**config.mk**
```make
export PLATFORM = sky130hd
export DESIGN_NAME = pipe_stage_elastic
export DESIGN_NICKNAME = d
export VERILOG_FILES = /design/src/rtl/pipe_stage_pkg.sv /design/src/rtl/pipe_stage_elastic_sat_counter.sv /design/src/rtl/pipe_stage_elastic.sv
export SDC_FILE = /design/constraint.sdc
export NUM_CORES = 1
export LEC_CHECK = 0
export CAP_MARGIN = 20
export CORE_UTILIZATION = 43
export CTS_CLUSTER_DIAMETER = 120
export CTS_CLUSTER_SIZE = 24
export DETAILED_ROUTE_END_ITERATION = 16
export PLACE_DENSITY = 0.7
export REMOVE_ABC_BUFFERS = 1
export SLEW_MARGIN = 40
export SYNTH_ARGS = -nofsm -noshare
export SYNTH_HDL_FRONTEND = slang
export SYNTH_SLANG_ARGS = --single-unit
```
**constraint.sdc**
```tcl
create_clock -name clk_i -period 2.7 [get_ports clk_i]
set_clock_uncertainty 0.1 [all_clocks]
set_input_delay 0.405 -clock clk_i [delete_from_list [all_inputs] [get_ports clk_i]]
set_output_delay 0.405 -clock clk_i [all_outputs]
set_load 0.03 [all_outputs]
```
**src/rtl/pipe_stage_pkg.sv**
```systemverilog
// Shared types for the elastic CPU pipeline stage.
// Holds the stage state encoding and the NOP used as flush payload.
package pipe_stage_pkg;

    typedef enum logic [1:0] {
        PS_EMPTY,
        PS_ONE,
        PS_FULL
    } pipe_state_e;

    // addi x0, x0, 0
    localparam logic [31:0] NOP_INSTR = 32'h0000_0013;

endpackage

```
**src/rtl/pipe_stage_elastic_sat_counter.sv**
```systemverilog
// Saturating up-counter with async reset and synchronous clear.
// Used for the optional downstream-blocked cycle count.
module sat_counter #(
    parameter int W = 16
) (
    input  logic         clk_i,
    input  logic         reset_i,
    input  logic         en,
    input  logic         clear,
    output logic [W-1:0] count
);

    always_ff @(posedge clk_i or posedge reset_i) begin
        if (reset_i) begin
            count <= '0;
        end else if (clear) begin
            count <= '0;
        end else if (en && (count != {W{1'b1}})) begin
            count <= count + 1'b1;
        end
    end

endmodule

```
**src/rtl/pipe_stage_elastic.sv**
```systemverilog
// Elastic valid/ready pipe register with 2-entry skid, stall and flush.
// Optional stall counter port enabled by macro PIPE_STALL_CNT_EN.
module pipe_stage_elastic
    import pipe_stage_pkg::*;
#(
    parameter int               WIDTH     = 32,
    parameter logic [WIDTH-1:0] RESET_VAL = '0,
    parameter logic [WIDTH-1:0] FLUSH_VAL = '0,
    parameter int               CNT_W     = 16
) (
    input  logic             clk_i,
    input  logic             reset_i,
    input  logic             flush_i,
    input  logic             stall_i,
    input  logic             valid_i,
    input  logic [WIDTH-1:0] d_i,
    output logic             ready_o,
    output logic             valid_o,
    input  logic             ready_i,
    output logic [WIDTH-1:0] q_o
`ifdef PIPE_STALL_CNT_EN
    ,
    output logic [CNT_W-1:0] stall_cnt_o
`endif
);

    pipe_state_e      state;
    logic [WIDTH-1:0] main_q;
    logic [WIDTH-1:0] skid_q;
    logic             acc;
    logic             emit;

    // ready_o depends on state only, so backpressure never ripples upstream
    assign ready_o = (state != PS_FULL);
    assign valid_o = (state != PS_EMPTY);
    assign q_o     = main_q;
    assign acc     = valid_i & ready_o;
    assign emit    = valid_o & ready_i & ~stall_i;

    always_ff @(posedge clk_i or posedge reset_i) begin
        if (reset_i) begin
            state  <= PS_EMPTY;
            main_q <= RESET_VAL;
            skid_q <= RESET_VAL;
        end else if (flush_i) begin
            state  <= PS_EMPTY;
            main_q <= FLUSH_VAL;
        end else begin
            unique case (state)
                PS_EMPTY: begin
                    if (acc) begin
                        state  <= PS_ONE;
                        main_q <= d_i;
                    end
                end
                PS_ONE: begin
                    if (acc && emit) begin
                        main_q <= d_i;
                    end else if (acc) begin
                        state  <= PS_FULL;
                        skid_q <= d_i;
                    end else if (emit) begin
                        state <= PS_EMPTY;
                    end
                end
                PS_FULL: begin
                    if (emit) begin
                        state  <= PS_ONE;
                        main_q <= skid_q;
                    end
                end
                default: state <= PS_EMPTY;
            endcase
        end
    end

`ifdef PIPE_STALL_CNT_EN
    sat_counter #(
        .W(CNT_W)
    ) u_stall_cnt (
        .clk_i  (clk_i),
        .reset_i(reset_i),
        .en     (valid_o & ~(ready_i & ~stall_i)),
        .clear  (1'b0),
        .count  (stall_cnt_o)
    );
`else
    localparam int unused_cnt_w = CNT_W;
`endif

endmodule

```
Word level (Yosys, flattened, before mapping)
Index checks and enable logic that the tools add are counted.

storage, ports and cells
  bits in registers = 66
  bits of input ports = 38
  output and inout bits = 34
  logic and storage cells = 36

operators by class
  eq/ne operators = 8
  mux-type cells = 12
  bitwise logic cells = 6
  reduce and logical (&&, ||, !) cells = 7

operator list
  kind                                                  count
  two-way mux 32 bit                                    4
  one-hot mux 32 bit (3 select lines)                   1
  two-way mux 2 bit                                     6
  inequality test 3 bit (second input constant)         4
  AND reduction 4 bit                                   3
  one-hot mux 2 bit (3 select lines)                    1
  inequality test 4 bit (second input constant)         1
  nonzero test 4 bit                                    1
  AND 1 bit                                             3
  inverter 1 bit                                        3
  equality test 2 x 1 -> 1 bit (second input constant)  1
  equality test 2 bit (second input constant)           1
  zero test 2 bit                                       1
  inequality test 2 bit (second input constant)         1
  nonzero test 2 bit                                    1
  logical AND 1 bit                                     1

Depth between registers and ports, before layout
Gate-level depths: netlist (run 1).

  depth in word-level cells = 8
  mapped depth = 7
  mapped depth without buffers = 5

Worst setup path before layout (run 1)
OpenSTA, ideal clock, no wires.

  path type = register to register
  start = register state[1]
  end = register main_q[0] (netlist: q_o[0])
  library setup time = 0.125 ns
  arrival = 1.472 ns
  required time = 2.475 ns
  slack = 1.002 ns
  stages on the path, launching flop included = 6
  path buffers = 2
  period minus slack after synthesis = 1.698 ns
  path through = dfrtp_1 -> nor2b_1 -> buf_2 -> a211o_4 -> buf_6 -> mux2_4

between the ends
  cells in the longest elaborated chain, start to end = 6
  elaborated cells on any way between the ends = 16
  classes of those cells = 6 x eq/ne; 2 x mux; 3 x bitwise; 5 x reduce/logical

ends and longest elaborated chain
  what                             RTL line                  source
  from (decl)                      pipe_stage_elastic.sv:27  pipe_state_e state;
  from (signal assigned)           pipe_stage_elastic.sv:42  state <= PS_EMPTY;
  from (signal assigned)           pipe_stage_elastic.sv:46  state <= PS_EMPTY;
  from (signal assigned)           pipe_stage_elastic.sv:52  state <= PS_ONE;
  nonzero test 2 bit               pipe_stage_elastic.sv:35  assign valid_o = (state != PS_EMPTY);
  AND 1 bit (2 in a row)           pipe_stage_elastic.sv:38  assign emit = valid_o & ready_i & ~stall_i;
  logical AND 1 bit                pipe_stage_elastic.sv:57  if (acc && emit) begin
  inequality test 3 bit (no line)  n/a
  AND reduction 4 bit (no line)    n/a
  to (signal assigned)             pipe_stage_elastic.sv:53  main_q <= d_i;
  to (signal assigned)             pipe_stage_elastic.sv:58  main_q <= d_i;
  to (signal assigned)             pipe_stage_elastic.sv:69  main_q <= skid_q;
  to (decl)                        pipe_stage_elastic.sv:28  logic [WIDTH-1:0] main_q;

Several ways; a longest one is shown, not always the timed one.
A chain may end at the register's enable or synchronous reset.

Worst setup path after layout (run 1)
  start = register state[0]
  end = output port ready_o

between the ends
  cells in the longest elaborated chain, start to end = 1

ends and longest elaborated chain
  what                   RTL line                  source
  inequality test 2 bit  pipe_stage_elastic.sv:34  assign ready_o = (state != PS_FULL);
  to (decl)              pipe_stage_elastic.sv:17  output logic ready_o,

Every way passes these cells.

==> metrics.md, run 1 <==
| Metric | Value |
|---|---|
| Status | `complete, no violations` |
| First-pass GRT wire length | `~11000 um` |
| Remaining Overflow, GRT | `0` |
| Hold Vio Cnt, Final | `0` |
| Tcrit/Tclk final | `0.931` |
| Mux cell area share after synthesis | `0.270` |
| Area grow syn2layout | `33.9%` |
| Post-CTS Resized | `0` |
| # fillers | `563` |
| Most frequent cells in the layout | `clkdlybuf4s50_1, dfrtp_1, nand2_1` |
| Diodes inserted | `0` |
| Routed vias/inst | `4.97` |
| Max incr delay on CP | `~0.64 ns` |
| Synth warnings | `0` |
| Sequential area share after synthesis | `0.535` |
| First-pass DRT Iterations | `4` |
| Maximum VDD drop | `0.349 mV` |
| Relative slew margins | `0.603` |
| Post-synthesis instance total | `260` |
| Fin nets | `370` |
| RSZ-0062 raised after global routing | `no` |
| Leak | `1.89 nW` |
| Total CTS buffers | `9` |
| Starting density of the core | `0.449` |
| Switching Share | `0.273` |
| CP arrival | `2.01 ns` |
| Simple-Gate Fraction of Synth Area | `0.0920` |
| Vias in the first global route | `2132` |
| Die width | `86.7 um` |
| #FFs+latches synth | `66` |
| Required @ worst endpoint | `2.19 ns` |
| H-Tree Level Count | `3` |
| Port buffer count | `71` |
| Max Slew Vio Count | `0` |
| Worst-path clk slew | `0.08 ns` |
| Pre-CTS setup slack | `~0.34 ns` |
| Sw power | `0.793 mW` |
| ANT nets after route | `0` |
| Die height | `86.7 um` |
| Drt drc | `0` |
| Min Clock Period, post-route | `roughly 2.5 ns` |
| Post-synthesis adder-cell area fraction | `0` |
| Xor/xnor share of the synthesized area | `0` |
| CTS tree | `built` |
| Setup violations, final | `0` |
| Core Rows | `30` |
| Post-synth top area share | `0.535` |
| Internal Power | `~2.1 mW` |
| Pwr/cell area | `702 mW/mm^2` |
| Top cells by area, synth | `dfrtp_1, mux2_4, mux2_2` |
| Critical Path, Cell by Cell | `nor2b_2, clkinv_1, clkdlybuf4s50_1` |
| Clock power share | `0.325` |
| Ports | `72` |
| Max_cap viols | `0` |
| Vias | `2154` |
| Main combinational cell family by area after synthesis | `multiplexers` |
| CTS Hold Bufs | `0` |
| Final cell count without fillers | `433` |
| Initial antenna violation count | `0` |
| Hold/Removal Path Class | `input pin to asynchronous set/reset pin` |
| Maximum clock rate | `398 MHz` |
| Largest net degree at the start of global routing | `67` |
| Final instance area | `~0.0041 sq mm` |
| Dominant cell type by area after synthesis | `dfrtp_1` |
| Slowest CP cell | `clkdlybuf4s50_1` |
| Dpl cells | `417` |
| Placed inst area | `0.00391 sq mm` |
| Clock Sinks | `66` |
| Sequential share of power | `0.451` |
| Gate power share | `0.224` |
| Core area | `roughly 0.0069 sq mm` |
| Post-CTS Setup Inserts | `0` |
| Post-synthesis cell type count | `20` |
| Clock latency on the worst-skew pair | `0.34 ns` |
| Startpoint types | `flop` |
| Synthesized area | `0.00309 sq mm` |
| Crit Path Category | `flop to primary output` |
| Commonest non-fill, non-tap cell in the layout | `clkdlybuf4s50_1` |
| Root Driver | `clkbuf_8` |
| Syn avg cell area | `11.9 sq um` |
| Total Power | `2.90 mW` |
| Fin worst setup slack | `0.185 ns` |
| Compound-cell area share of the yosys netlist | `0.0685` |
| Setup TNS | `0 ns` |
| DR WL/cell | `14.9 um` |
| Aggregate global-route resource usage | `0.185` |
| CTS max path bufs | `2` |
| Max FO, Critical Path | `8` |
| Fin Hold WS | `around 0.34 ns` |
| GP Congestion | `0.726` |
| Final wirelength | `6440 um` |
| Die area | `0.00752 sq mm` |
| Dpl hpwl | `4070 um` |
| Initial DRC Count | `86` |
| Finished Core Util | `0.602` |
| Measured slew at the worst slew-check pin | `0.596 ns` |
| Layout cell share with drive strength beyond 1 | `0.273` |
| Setup crit end kind | `primary output` |
-- registers in the layout, summed over array words and instances (netlist names) --
register and flops:
skid_q 32, state 2, q_o 32
-- routing by layer --
metal | wire length (um) | up-vias | track usage | share of wire
li1 | - | 1028 | - | -
met5 | 0 | - | 0 | 0
met2 | 2890 | 56 | 0.287 | 0.45
met4 | 77 | 0 | 0.0773 | 0.012
met3 | 274 | 7 | 0.0333 | 0.043
met1 | 3200 | 1063 | 0.258 | 0.50
-- final cells by class --
class	instances	area (sq um)	area share
sequential	66	1650	0.400
multi-input combinational	174	1340	0.323
timing repair buffer	78	788	0.191
clock buffer	10	138	0.0333
tap	96	120	0.0291
clock inverter	6	88.8	0.0215
inverter	3	11.3	0.00272
-- Yosys cell counts --
cell type  number
a2111oi_0       1
a211o_4         1
a211oi_1        1
a21oi_1        34
buf_1           3
buf_2           7
buf_6           3
clkbuf_1        4
clkinv_1        1
dfrtp_1        66
inv_1           2
mux2_2         34
mux2_4         30
nand2_1        65
nand2b_1        2
nand3_1         1
nor2_1          1
nor2b_1         2
o31ai_1         1
or2_2           1
-- worst max-delay path, delay by kind of cell (launching register included) --
kind | cells | cell delay [ns]
buffers and inverters | 2 | 0.85
AND/OR/NAND/NOR | 1 | 0.37
flip-flops | 1 | 0.46
-- power by group through the flow --
stage	logic, mW	registers [mW]	clock network [mW]
3_3_place_gp	0.643	1.32	0
6_report	0.650	1.31	0.943
5_1_grt	0.698	1.33	1.00
3_5_place_dp	0.657	1.32	0
4_1_cts	0.658	1.31	0.955
2_1_floorplan	0.325	1.40	0
-- cell families after synthesis --
logic type,count (synthesis)
multiplexers,64
AND/OR/NAND/NOR,72
flip-flops,66
AO/OA/AOI/OAI,38
buffers and inverters,20
-- path summary, 6_finish.rpt --
path,startpoint,to,slack [ns],depth (start not counted)
max in group asynchronous,reset_i,q_o[9]$_DFFE_PP0P_,1.87,3
max reg2reg,state[0]$_DFFE_PP0P_,q_o[15]$_DFFE_PP0P_,0.66,3
min,reset_i,q_o[17]$_DFFE_PP0P_,0.34,3
max,state[0]$_DFFE_PP0P_,ready_o,0.19,3
min reg2reg,skid_q[16]$_DFFE_PP0P_,skid_q[16]$_DFFE_PP0P_,0.41,1
min in group clk_i,skid_q[16]$_DFFE_PP0P_,skid_q[16]$_DFFE_PP0P_,0.41,1
No activity file was read; power rests on OpenSTA's default activity.
==> inputs of run 2 (changes only) <==
- CTS_CLUSTER_DIAMETER: 120 -> 40
==> results of run 2 <==
No change in the layout: final DEF, timing and power equal those of run 1.
